[src/rtl/lcd_ctrl.sv]
// lcd_ctrl: drives a KS0108-style 128x64 graphic LCD from a byte source.
//
// After reset it holds LCD_rst low, sends display-on (0x3F) and start-line
// (0xC0) to both halves, then refreshes one half page by page. For every
// column it asks upstream for a byte with a one-cycle `en` pulse and waits,
// with no timeout, for `data_valid` before writing that byte to the LCD.
//
// Every LCD bus write has three phases, each EN_CYCLES clocks long:
// SETUP, HIGH (LCD_en=1) and HOLD. LCD_data, LCD_di and LCD_cs are held
// constant for the whole write. Between writes LCD_cs=00 and LCD_en=0.
//
// Optional feature: define LCD_CLEAR_ON_INIT_EN to zero both halves
// (LCD_cs=11, 8 pages x 64 bytes of 0x00) before the refresh loop starts.
//
// Ports:
//   clk         in   global clock
//   rst         in   synchronous active-high reset
//   data_valid  in   data_in carries the requested column byte this cycle
//   data_in     in   column byte, bit0 = top pixel row of the page
//   en          out  one-cycle request for the next column byte
//   frame_done  out  one-cycle pulse after the page-7 / column-63 write
//   LCD_rst     out  LCD reset, active low
//   LCD_cs      out  LCD half select, active high per bit
//   LCD_rw      out  tied to 0 (write only)
//   LCD_di      out  0 = command, 1 = display data
//   LCD_en      out  LCD strobe, the LCD latches on its falling edge
//   LCD_data    out  LCD data bus
module lcd_ctrl #(
    parameter int         EN_CYCLES  = 8,
    parameter int         RST_CYCLES = 100,
    parameter logic [1:0] CS_SEL     = 2'b01
) (
    input  logic       clk,
    input  logic       rst,
    input  logic       data_valid,
    input  logic [7:0] data_in,
    output logic       en,
    output logic       frame_done,
    output logic       LCD_rst,
    output logic [1:0] LCD_cs,
    output logic       LCD_rw,
    output logic       LCD_di,
    output logic       LCD_en,
    output logic [7:0] LCD_data
);

    localparam int EW = (EN_CYCLES > 1) ? $clog2(EN_CYCLES) : 1;
    localparam int RW = (RST_CYCLES > 1) ? $clog2(RST_CYCLES) : 1;
    localparam logic [EW-1:0] EN_LAST  = EW'(EN_CYCLES - 1);
    localparam logic [RW-1:0] RST_LAST = RW'(RST_CYCLES - 1);

    localparam logic [7:0] CMD_ON    = 8'h3F;
    localparam logic [7:0] CMD_START = 8'hC0;
    localparam logic [7:0] CMD_YADDR = 8'h40;

    typedef enum logic [1:0] {
        B_IDLE,
        B_SETUP,
        B_HIGH,
        B_HOLD
    } bus_state_t;

    typedef enum logic [3:0] {
        S_RST_WAIT,
        S_ON,
        S_START,
        S_CLR_PAGE,
        S_CLR_YADDR,
        S_CLR_DATA,
        S_PAGE,
        S_YADDR,
        S_REQ,
        S_WAIT,
        S_DATA
    } main_state_t;

    // ------------------------------------------------------------------
    // Bus write sub-FSM
    // ------------------------------------------------------------------
    bus_state_t      bus_state_reg, bus_state_next;
    logic [EW-1:0]   bus_cnt_reg,   bus_cnt_next;
    logic [7:0]      bus_data_reg,  bus_data_next;
    logic            bus_di_reg,    bus_di_next;
    logic [1:0]      bus_cs_reg,    bus_cs_next;

    // Request from the main FSM; only honoured while the bus is idle.
    logic            wr_start;
    logic [7:0]      wr_data;
    logic            wr_di;
    logic [1:0]      wr_cs;
    logic            wr_done;

    // Done is decoded straight from registers so the two comb blocks
    // never depend on each other.
    assign wr_done = (bus_state_reg == B_HOLD) && (bus_cnt_reg == EN_LAST);

    always_ff @(posedge clk) begin
        if (rst) begin
            bus_state_reg <= B_IDLE;
            bus_cnt_reg   <= '0;
            bus_data_reg  <= 8'h00;
            bus_di_reg    <= 1'b0;
            bus_cs_reg    <= 2'b00;
        end else begin
            bus_state_reg <= bus_state_next;
            bus_cnt_reg   <= bus_cnt_next;
            bus_data_reg  <= bus_data_next;
            bus_di_reg    <= bus_di_next;
            bus_cs_reg    <= bus_cs_next;
        end
    end

    always_comb begin
        bus_state_next = bus_state_reg;
        bus_cnt_next   = bus_cnt_reg;
        bus_data_next  = bus_data_reg;
        bus_di_next    = bus_di_reg;
        bus_cs_next    = bus_cs_reg;
        case (bus_state_reg)
            B_IDLE: begin
                if (wr_start) begin
                    // Capture everything up front so the bus cannot move
                    // while the main FSM advances.
                    bus_state_next = B_SETUP;
                    bus_cnt_next   = '0;
                    bus_data_next  = wr_data;
                    bus_di_next    = wr_di;
                    bus_cs_next    = wr_cs;
                end
            end
            B_SETUP: begin
                if (bus_cnt_reg == EN_LAST) begin
                    bus_state_next = B_HIGH;
                    bus_cnt_next   = '0;
                end else begin
                    bus_cnt_next = bus_cnt_reg + EW'(1);
                end
            end
            B_HIGH: begin
                if (bus_cnt_reg == EN_LAST) begin
                    bus_state_next = B_HOLD;
                    bus_cnt_next   = '0;
                end else begin
                    bus_cnt_next = bus_cnt_reg + EW'(1);
                end
            end
            B_HOLD: begin
                if (bus_cnt_reg == EN_LAST) begin
                    bus_state_next = B_IDLE;
                    bus_cnt_next   = '0;
                end else begin
                    bus_cnt_next = bus_cnt_reg + EW'(1);
                end
            end
            default: begin
                bus_state_next = B_IDLE;
                bus_cnt_next   = '0;
            end
        endcase
    end

    // Chip selects are only driven while a write is on the bus.
    generate
        for (genvar gi = 0; gi < 2; gi++) begin : g_cs
            assign LCD_cs[gi] = (bus_state_reg != B_IDLE) && bus_cs_reg[gi];
        end
    endgenerate

    assign LCD_en   = (bus_state_reg == B_HIGH);
    assign LCD_data = bus_data_reg;
    assign LCD_di   = bus_di_reg;
    assign LCD_rw   = 1'b0;

    // ------------------------------------------------------------------
    // Main sequencing FSM
    // ------------------------------------------------------------------
    main_state_t     state_reg,   state_next;
    logic [2:0]      page_reg,    page_next;
    logic [5:0]      col_reg,     col_next;
    logic [RW-1:0]   rst_cnt_reg, rst_cnt_next;
    logic            lcd_rst_reg, lcd_rst_next;
    logic [7:0]      byte_reg,    byte_next;
    logic            fd_reg,      fd_next;
    logic            wr_req;

    always_ff @(posedge clk) begin
        if (rst) begin
            state_reg   <= S_RST_WAIT;
            page_reg    <= 3'd0;
            col_reg     <= 6'd0;
            rst_cnt_reg <= '0;
            lcd_rst_reg <= 1'b0;
            byte_reg    <= 8'h00;
            fd_reg      <= 1'b0;
        end else begin
            state_reg   <= state_next;
            page_reg    <= page_next;
            col_reg     <= col_next;
            rst_cnt_reg <= rst_cnt_next;
            lcd_rst_reg <= lcd_rst_next;
            byte_reg    <= byte_next;
            fd_reg      <= fd_next;
        end
    end

    always_comb begin
        state_next   = state_reg;
        page_next    = page_reg;
        col_next     = col_reg;
        rst_cnt_next = rst_cnt_reg;
        lcd_rst_next = lcd_rst_reg;
        byte_next    = byte_reg;
        fd_next      = 1'b0;
        wr_req       = 1'b0;
        wr_data      = 8'h00;
        wr_di        = 1'b0;
        wr_cs        = 2'b00;
        case (state_reg)
            S_RST_WAIT: begin
                if (rst_cnt_reg == RST_LAST) begin
                    lcd_rst_next = 1'b1;
                    state_next   = S_ON;
                end else begin
                    rst_cnt_next = rst_cnt_reg + RW'(1);
                end
            end
            S_ON: begin
                wr_req  = 1'b1;
                wr_data = CMD_ON;
                wr_cs   = 2'b11;
                if (wr_done) state_next = S_START;
            end
            S_START: begin
                wr_req  = 1'b1;
                wr_data = CMD_START;
                wr_cs   = 2'b11;
                if (wr_done) begin
`ifdef LCD_CLEAR_ON_INIT_EN
                    state_next = S_CLR_PAGE;
`else
                    state_next = S_PAGE;
`endif
                end
            end
`ifdef LCD_CLEAR_ON_INIT_EN
            S_CLR_PAGE: begin
                wr_req  = 1'b1;
                wr_data = {5'b10111, page_reg};
                wr_cs   = 2'b11;
                if (wr_done) state_next = S_CLR_YADDR;
            end
            S_CLR_YADDR: begin
                wr_req  = 1'b1;
                wr_data = CMD_YADDR;
                wr_cs   = 2'b11;
                if (wr_done) state_next = S_CLR_DATA;
            end
            S_CLR_DATA: begin
                wr_req  = 1'b1;
                wr_data = 8'h00;
                wr_di   = 1'b1;
                wr_cs   = 2'b11;
                if (wr_done) begin
                    col_next = col_reg + 6'd1;
                    if (col_reg == 6'd63) begin
                        // page wraps 7 -> 0, so refresh starts on page 0
                        page_next  = page_reg + 3'd1;
                        state_next = (page_reg == 3'd7) ? S_PAGE : S_CLR_PAGE;
                    end
                end
            end
`endif
            S_PAGE: begin
                wr_req  = 1'b1;
                wr_data = {5'b10111, page_reg};
                wr_cs   = CS_SEL;
                if (wr_done) state_next = S_YADDR;
            end
            S_YADDR: begin
                // Y auto-increments in the LCD, so once per page is enough.
                wr_req  = 1'b1;
                wr_data = CMD_YADDR;
                wr_cs   = CS_SEL;
                if (wr_done) state_next = S_REQ;
            end
            S_REQ: begin
                // en is decoded from this state; leaving it at once keeps
                // the request to one clock and makes a same-cycle
                // data_valid land outside WAIT, where it is ignored.
                state_next = S_WAIT;
            end
            S_WAIT: begin
                if (data_valid) begin
                    byte_next  = data_in;
                    state_next = S_DATA;
                end
            end
            S_DATA: begin
                wr_req  = 1'b1;
                wr_data = byte_reg;
                wr_di   = 1'b1;
                wr_cs   = CS_SEL;
                if (wr_done) begin
                    col_next = col_reg + 6'd1;
                    if (col_reg == 6'd63) begin
                        page_next  = page_reg + 3'd1;
                        state_next = S_PAGE;
                        fd_next    = (page_reg == 3'd7);
                    end else begin
                        state_next = S_REQ;
                    end
                end
            end
            default: begin
                state_next = S_RST_WAIT;
            end
        endcase
    end

    // A write state starts its bus transfer on its first cycle; wr_done
    // moves the FSM on in the same cycle the bus returns to idle, so each
    // write state launches exactly one transfer.
    assign wr_start   = wr_req && (bus_state_reg == B_IDLE);

    assign en         = (state_reg == S_REQ);
    assign frame_done = fd_reg;
    assign LCD_rst    = lcd_rst_reg;

endmodule

[config.mk]
export PLATFORM = sky130hd
export DESIGN_NAME = lcd_ctrl
export DESIGN_NICKNAME = d
export VERILOG_FILES = /design/src/rtl/lcd_ctrl.sv
export SDC_FILE = /design/constraint.sdc
export NUM_CORES = 1
export LEC_CHECK = 0
export ABC_AREA = 1
export CELL_PAD_IN_SITES_DETAIL_PLACEMENT = 1
export CELL_PAD_IN_SITES_GLOBAL_PLACEMENT = 2
export CORE_ASPECT_RATIO = 1.2
export CORE_UTILIZATION = 31
export CTS_CLUSTER_DIAMETER = 100
export CTS_CLUSTER_SIZE = 16
export DETAILED_ROUTE_END_ITERATION = 10
export GPL_TIMING_DRIVEN = 0
export PLACE_DENSITY = 0.78
export SLEW_MARGIN = 20
export SYNTH_ARGS = -nofsm -noshare
export SYNTH_HDL_FRONTEND = slang
export SYNTH_SLANG_ARGS = --single-unit
[constraint.sdc]
create_clock -name clk -period 1.9 [get_ports clk]
set_input_delay 0.19 -clock clk [delete_from_list [all_inputs] [get_ports clk]]
set_output_delay 0.19 -clock clk [all_outputs]
set_load 0.005 [all_outputs]
Yosys cells after proc, flatten, opt, wreduce, memory -nomap -nowiden:

Cells that the tools add are included.

* input port bits: 11
* flip-flop bits (word level): 46
* output and inout bits: 16

* mux-type cells: 21
* reduce and logical (&&, ||, !) cells: 20
* eq/ne operators: 25
* bitwise logic cells: 4
* $add $sub $neg: 4

Operators with widths (number)
* 8-bit one-hot mux with 5 select lines: 1
* 4-bit two-way mux: 8
* 4-bit one-hot mux with 8 select lines: 1
* 2-bit != test, second input constant: 9
* 4-bit == test, second input constant: 3
* 2-bit AND reduction: 5
* 4-bit by 3-bit == test with 1-bit output, second input constant: 2
* 2-bit two-way mux: 4
* 2-bit one-hot mux with 4 select lines: 1
* 7-bit by 1-bit adder with 7-bit output, second input constant: 1
* 7-bit == test, second input constant: 1
* 7-bit AND reduction: 1
* 3-bit by 1-bit adder with 3-bit output, second input constant: 2
* 6-bit by 1-bit adder with 6-bit output, second input constant: 1
* 3-bit == test, second input constant: 2
* 6-bit == test, second input constant: 1
* 3-bit two-way mux: 2
* 3-bit one-hot mux with 2 select lines: 1
* 3-bit OR reduction: 2
* 5-bit OR reduction: 1
* 2-bit == test, second input constant: 2
* 4-bit by 1-bit == test with 1-bit output, second input constant: 1
* 4-bit by 2-bit == test with 1-bit output, second input constant: 1
* 1-bit logical AND: 4
* 12 further kinds: 17

Longest topological paths before layout:

Gate-level depths: netlist of run 1.

* depth after elaboration: 6
* gate-level depth with buffers: 11

Least setup slack after synthesis of run 1:

OpenSTA, ideal clock, no wires.

* kind: reg-to-reg
* start: register bus_cnt_reg[0]
* end: register page_reg[0]
* data arrival time: 1.209 ns
* setup time: 0.128 ns
* setup slack: 0.564 ns
* clock period less this slack: 1.336 ns
* cell stages (with the launch flop): 8
* path through: dfxtp_1 > ha_1 > ha_1 > nand2_1 > inv_1 > nand2_2 > xor2_1 > nor2_1

* word-level cells in the longest chain between the ends: 3

Ends and longest elaborated chain
* from (decl): RTL line 81 `logic [EW-1:0] bus_cnt_reg, bus_cnt_next;`
* from (signal assigned): RTL line 106 `bus_cnt_reg <= bus_cnt_next;`
* 3-bit == test: RTL line 95 `assign wr_done = (bus_state_reg == B_HOLD) && (bus_cnt_reg == EN_LAST);`
* 1-bit logical AND: RTL line 95
* 3-bit AND reduction (no line)
* to (signal assigned): RTL line 197 `page_reg <= page_next;`
* to (decl): RTL line 178 `logic [2:0] page_reg, page_next;`

No other way between the ends.
A chain may end at the register's enable or synchronous reset.

Worst setup path after layout of run 1:

* start: register state_reg[2]
* end: output port en

* word-level cells in the longest chain between the ends: 1

Ends and longest elaborated chain
* from (decl): RTL line 177 `main_state_t state_reg, state_next;`
* from (signal assigned): RTL line 196 `state_reg <= state_next;`
* 4-bit == test: RTL line 325 `assign en = (state_reg == S_REQ);`
* to (decl): RTL line 37 `output logic en,`

No other way between the ends.

==> flow_summary_export.csv, run 1 <==
group,metric,value,unit
outcome,status,"finished, final reports clean",
clocking,clock_sinks,46,
clocking,clock_latency,300,ps
clocking,cts_hold_buf,0,
die,die-area,7840,µm²
detailed_routing,drc,0,
power,p_switching,1.42,mW
grt,grt_pass1_wl,10.2,mm
critical_path,crit_family,"buffers and inverters",
placement,portBuffers,24,
critical_path,crit_path_max_fanout,6,
power,combinationalPowerShare,42.7,%
power,pwr-share-seq,35.9,%
grt,antenna_found_initial,0,
critical_path,r2r-end,"state_reg[2]",
yosys,ys_ff_latch,46,
critical_path,cp_num_buf_inv,2,
detailed_routing,first_iter_violations,35,
detailed_routing,ant_nets,0,
clocking,htreeDepth,2,
yosys,synth_top_area_share,39.7,%
power,pwr-share-clk,21.3,%
sta,max-slew-margin-rel,64.8,%
placement,hpwlAfterDp,4.57,mm
sta,fin_ws,93.5,ps
final_layout,final_layout_size_suffix_gt1_share,9.75,%
sta,fin_skew,3.56,ps
critical_path,cp_data_arrival_time,1620,ps
yosys,ys_warn_count,0,
critical_path,crit_path_top_delay_cell,"clkdlybuf4s50_1",
yosys,async_reset_ff_share,0,%
yosys,synthesis.area,2320,µm²
die,core_area,7230,µm²
grt,gr-usage-all-layers,17.1,%
clocking,cts.clk_slew.worst_paths,90,ps
final_layout,num-nets-final,380,
flow_run,cap_violations,0,
sta,fmax,554,MHz
power,powerDensity,1260,nW/µm²
yosys,ys.flop_type,"dfxtp_1",
final_layout,antennaDiodeCount,0,
critical_path,crit_cells,4,
sta,slew_violations,0,
placement,place_ws,276,ps
critical_path,cp-start-kind,"flip-flop",
detailed_routing,wl_per_cell,13.2,µm
yosys,synthTopCellsByArea,"dfxtp_1 (40%), nand2_1 (10%), a21oi_1 (8.2%)",
detailed_routing,drt_pass1_iterations,4,
placement,gp_congestion,0.762,
critical_path,reg2reg_depth,9,
final_layout,fill_cells,961,
critical_path,r2r_setup_slack,280,ps
power,p_total,3.53,mW
detailed_routing,wl,5.93,mm
grt,grt_max_degree,16,
yosys,avgSynthCellArea,7.10,µm²
clocking,postCtsSetupBuffers,0,
grt,overflow,0,
critical_path,cp-endpoint,"en",
critical_path,startpoint,"state_reg[2]",
die,die_y,96.8,µm
min_path,hp-class,"primary input to flip-flop",
sta,hold_violations,0,
detailed_routing,vias_per_cell,4.71,
yosys,ys_seq_area_share,39.7,%
sta,rsz0062_at_grt,"no",
critical_path,worstReg2RegStart,"state_reg[2]",
power,p_leak,1.15,nW
clocking,numCtsBuffers,5,
yosys,yosys.area.top_type,"dfxtp_1",
sta,worst_slew_pin_slew,528,ps
clocking,cts_max_path_buffers,2,
clocking,cts_root_buf,"clkbuf_8",
power,internal_power,2.11,mW
yosys,synth_cells,327,
yosys,synth_common_cells,"nand2_1 (62), nor2_1 (50), dfxtp_1 (46)",
yosys,ys_types,31,
critical_path,critical_path_class,"flip-flop to primary output",
yosys,syn_nets,349,
sta,holdWs,249,ps
sta,min_period,1810,ps
power,swShare,40.2,%
sta,timing.final.crit_share,95.1,%
grt,grt_pass1_vias,2168,
yosys,synth-edff-count,0,
sta,setup_tns,0,ps
critical_path,cp_cell_sequence,"inv_1, nand2_1, nor2_1, clkdlybuf4s50_1",
clocking,cts_tree,"built",
die,die_w,81.0,µm
sta,setup_viol,0,
critical_path,end_kind,"primary output",
die,start_util,32.1,%
die,ios,27,
final_layout,area_growth,20.6,%
detailed_routing,num_vias,2113,
critical_path,required,1710,ps
power,vdd_drop_max,0.499,mV
final_layout,fin_util,38.7,%
die,num_rows,34,
critical_path,critical-path-max-stage-delay,510,ps
yosys,synth.most_common_cell,"nand2_1",
-- layout make-up --
cell class                      count  area, µm²  area share [%]
Sequential cell                    46        922            32.9
Clock buffer                        5       68.8            2.46
Clock inverter                      3       43.8            1.56
Tap cell                           90        113            4.02
Multi-Input combinational cell    234       1220            43.6
Inverter                           39        146            5.23
Timing Repair Buffer               24        240            8.58
Buffer                              8       45.0            1.61
-- power by group through the flow --
| stage | logic, mW | clock network [mW] | registers [mW] |
|---|---|---|---|
| 2_1_floorplan | 1.06 | 0 | 1.26 |
| 3_3_place_gp | 1.49 | 0 | 1.28 |
| 3_5_place_dp | 1.51 | 0 | 1.28 |
| 4_1_cts | 1.52 | 0.784 | 1.26 |
| 5_1_grt | 1.74 | 0.826 | 1.29 |
| 6_report | 1.51 | 0.753 | 1.27 |
-- cell families after synthesis --
kind of cell	Yosys count	share of synthesized area (%)
fa+ha+maj	11	5.93
xor+xnor	4	1.51
compound gates	69	15.4
buf+inv	47	8.25
flops	46	39.7
simple gates	149	29.1
other cells	1	0.162
-- per-stage QoR --
stage | cell area [µm²] | instances
global route | 2800 | 449
finish | 2800 | 449
floorplan | 2320 | 327
detailed placement | 2670 | 441
CTS | 2790 | 449
global placement | 2670 | 441
-- how the worst min path moves through the flow --
stage	cells after the start	endpoint	startpoint	slack [ps]
2_1_floorplan	2	byte_reg[6]	data_in[6]	380
6_report	2	bus_cs_reg[0]	rst	250
5_1_grt	2	bus_cs_reg[0]	rst	290
4_1_cts	2	bus_cs_reg[0]	rst	250
3_3_place_gp	2	byte_reg[3]	byte_reg[3]	440
3_5_place_dp	2	byte_reg[4]	byte_reg[4]	440
-- cells in the final DEF (no fill, tap or decap), types with 7 or more instances in the layout --
master / Yosys / layout
a21oi_1: 38 / 38
clkdlybuf4s50_1: 0 / 24
dfxtp_1: 46 / 45
ha_1: 11 / 10
inv_1: 35 / 34
nand2_1: 62 / 62
nand2_2: 7 / 7
nand3_1: 8 / 8
nor2_1: 50 / 50
nor3_1: 7 / 7
o21ai_0: 25 / 25
-- per-layer routing --
metal | global-route usage [%] | wire length, µm
met1 | 20.6 | 2760
met2 | 30.0 | 2990
met3 | 3.40 | 115
met4 | 4.95 | 60
met5 | 0 | 0
-- what timing repair did --
action,CTS,global route
setup endpoints to repair,2,2
resized for setup,1,3
hold endpoints to repair,0,0
cloned,0,0
Note: power is estimated with default switching activity, not from simulation.
==> inputs of run 2 (changes only) <==
--- a/config.mk
+++ b/config.mk
@@ -15,7 +15,6 @@
 export DETAILED_ROUTE_END_ITERATION = 10
 export GPL_TIMING_DRIVEN = 0
 export PLACE_DENSITY = 0.78
-export SLEW_MARGIN = 20
 export SYNTH_ARGS = -nofsm -noshare
 export SYNTH_HDL_FRONTEND = slang
 export SYNTH_SLANG_ARGS = --single-unit
==> results of run 2 <==
The final DEF is identical to that of run 1; final timing and power are the same.
==> inputs of run 3 (changes only) <==
--- a/config.mk
+++ b/config.mk
@@ -5,11 +5,10 @@
 export SDC_FILE = /design/constraint.sdc
 export NUM_CORES = 1
 export LEC_CHECK = 0
-export ABC_AREA = 1
 export CELL_PAD_IN_SITES_DETAIL_PLACEMENT = 1
 export CELL_PAD_IN_SITES_GLOBAL_PLACEMENT = 2
 export CORE_ASPECT_RATIO = 1.2
-export CORE_UTILIZATION = 31
+export CORE_UTILIZATION = 34
 export CTS_CLUSTER_DIAMETER = 100
 export CTS_CLUSTER_SIZE = 16
 export DETAILED_ROUTE_END_ITERATION = 10
==> run 3 against run 2 <==
Global-route usage rose by 0.34 points; worst hold slack gained 210 ps; clock skew up 1.2 ps; final area rose by 4.9%; total power shrank 4.6%; non-clock buffer count is 17 higher; critical endpoint unchanged; wire length increased by 0.91%; register-to-register slack worse by 160 ps; sequential share of layout area down 1.5 points; area after synthesis up 1.1%; critical path type unchanged; worst setup slack got worse by 20 ps; maximum frequency is 1.1% lower.
==> flow_summary_export.csv, run 3 <==
group,metric,value,unit
clocking,cts_tree,"built",
outcome,status,"finished, final reports clean",
yosys,synthTopCellsByArea,"dfxtp_1 (39%), ha_1 (5.9%), mux2i_1 (5.5%)",
critical_path,crit_path_max_fanout,10,
placement,gp_congestion,0.757,
yosys,avgSynthCellArea,9.09,µm²
clocking,cts_max_path_buffers,2,
sta,fin_ws,73.8,ps
die,start_util,35.7,%
sta,hold_violations,0,
final_layout,final_cells,384,
sta,fmax,548,MHz
critical_path,cp-start-kind,"flip-flop",
final_layout,final_layout_size_suffix_gt1_share,12.7,%
final_layout,area_growth,25.2,%
yosys,ys_seq_area_share,39.3,%
grt,antenna_found_initial,0,
detailed_routing,vias_per_cell,5.18,
sta,min_period,1830,ps
critical_path,end_kind,"primary output",
sta,fin_skew,4.77,ps
yosys,synth-edff-count,0,
flow_run,cap_violations,0,
die,die-area,7240,µm²
yosys,async_reset_ff_share,0,%
yosys,ys.flop_type,"dfxtp_1",
clocking,cts_root_buf,"clkbuf_8",
detailed_routing,wl_per_cell,15.6,µm
sta,max-slew-margin-rel,58.9,%
detailed_routing,drt_pass1_iterations,4,
grt,overflow,0,
yosys,syn_nets,280,
yosys,synth.most_common_cell,"dfxtp_1",
min_path,hp-class,"flip-flop to flip-flop",
placement,place_ws,-121,ps
final_layout,num-nets-final,320,
final_layout,multi_input_area,1350,µm²
power,powerDensity,1150,nW/µm²
yosys,ys_warn_count,0,
clocking,clock_latency,300,ps
placement,dp.cells,368,
final_layout,register_area,923,µm²
grt,grt_max_degree,14,
detailed_routing,wl,5.98,mm
placement,hpwlAfterDp,4.28,mm
sta,slew_violations,0,
critical_path,required,1710,ps
clocking,cts.clk_slew.worst_paths,90,ps
grt,gr-usage-all-layers,17.5,%
yosys,synth_cells,258,
detailed_routing,drc,0,
power,p_total,3.37,mW
critical_path,critical_path_class,"flip-flop to primary output",
placement,portBuffers,25,
yosys,synthesis.area,2350,µm²
die,die_w,77.8,µm
clocking,clock_sinks,46,
final_layout,final_area,2940,µm²
final_layout,fill_cells,782,
yosys,yosys.area.top_type,"dfxtp_1",
yosys,synth_common_cells,"dfxtp_1 (46), nor2_1 (31), a21oi_1 (22)",
power,vdd_drop_max,0.414,mV
clocking,htreeDepth,2,
grt,grt_pass1_wl,9.73,mm
yosys,synth_top_area_share,39.3,%
grt,grt_pass1_vias,1993,
final_layout,antennaDiodeCount,0,
final_layout,fin_util,44.7,%
detailed_routing,first_iter_violations,54,
placement,postPlaceCellArea,2700,µm²
sta,holdWs,462,ps
clocking,numCtsBuffers,5,
power,p_leak,1.16,nW
sta,timing.final.crit_share,96.1,%
detailed_routing,num_vias,1990,
yosys,ys_types,51,
final_layout,final_common_cell,"dfxtp_1",
die,num_rows,32,
detailed_routing,ant_nets,0,
yosys,ys_ff_latch,46,
die,ios,27,
sta,setup_tns,0,ps
critical_path,cp_data_arrival_time,1640,ps
die,core_area,6570,µm²
sta,setup_viol,0,
final_layout,layout_common_cells,"dfxtp_1 (44), nor2_1 (30), clkdlybuf4s50_1 (23), a21oi_1 (22)",
sta,worst_slew_pin_slew,614,ps
die,die_y,93.0,µm
==> run 3: report_power, final <==
group	switching, mW	internal (mW)
combinational	0.775	0.674
sequential	0.0859	1.11
clock	0.331	0.394
total	1.19	2.17
==> run 3: cell families after synthesis <==
| kind of cell | count (synthesis) | synth area share (%) |
|---|---|---|
| XOR/XNOR | 11 | 4.11 |
| flip-flops | 46 | 39.3 |
| AO/OA/AOI/OAI | 57 | 16.3 |
| other | 1 | 0.160 |
| adder cells (fa/ha/maj) | 11 | 5.87 |
| multiplexers | 15 | 7.15 |
| AND/OR/NAND/NOR | 94 | 22.1 |
| buffers and inverters | 23 | 5.07 |
==> run 3: worst paths after layout <==
path	startpoint	end	slack [ps]	cells past startpoint
min reg2reg	bus_cs_reg[0]	bus_cs_reg[0]	460	1
max	state_reg[2]	en	70	5
max reg2reg	bus_state_reg[0]	col_reg[5]	120	7
min	bus_cs_reg[0]	bus_cs_reg[0]	460	1
==> run 3: area by class of cell <==
type / count / area share, %
Multi-Input combinational cell: 189 / 46.0
Sequential cell: 46 / 31.4
Timing Repair Buffer: 33 / 10.4
Buffer: 16 / 4.01
Tap cell: 85 / 3.62
Clock buffer: 7 / 2.60
Clock inverter: 1 / 1.02
Inverter: 7 / 0.895
==> run 3: per-layer routing <==
layer	wire, µm	up-vias	GRT usage [%]
met5	0	-	0
met4	69	0	5.35
met3	162	9	3.41
met2	2890	31	30.7
met1	2860	951	21.4
li1	-	999	-
==> run 3: timing repair <==
item,4_1_cts,5_1_grt
pin swaps,0,1
gates cloned,0,1
hold buffers,0,0
hold endpoints to repair,0,0
endpoints found under the setup margin,4,8
gates resized for setup,14,6
buffers inserted,2,5
==> run 3: worst max-delay path, stage by stage (launching register included) <==
cell,delay [ps]
dfxtp_1,310
buf_6,150
nor2_4,190
nand2_1,90
nor2_1,90
clkdlybuf4s50_1,500
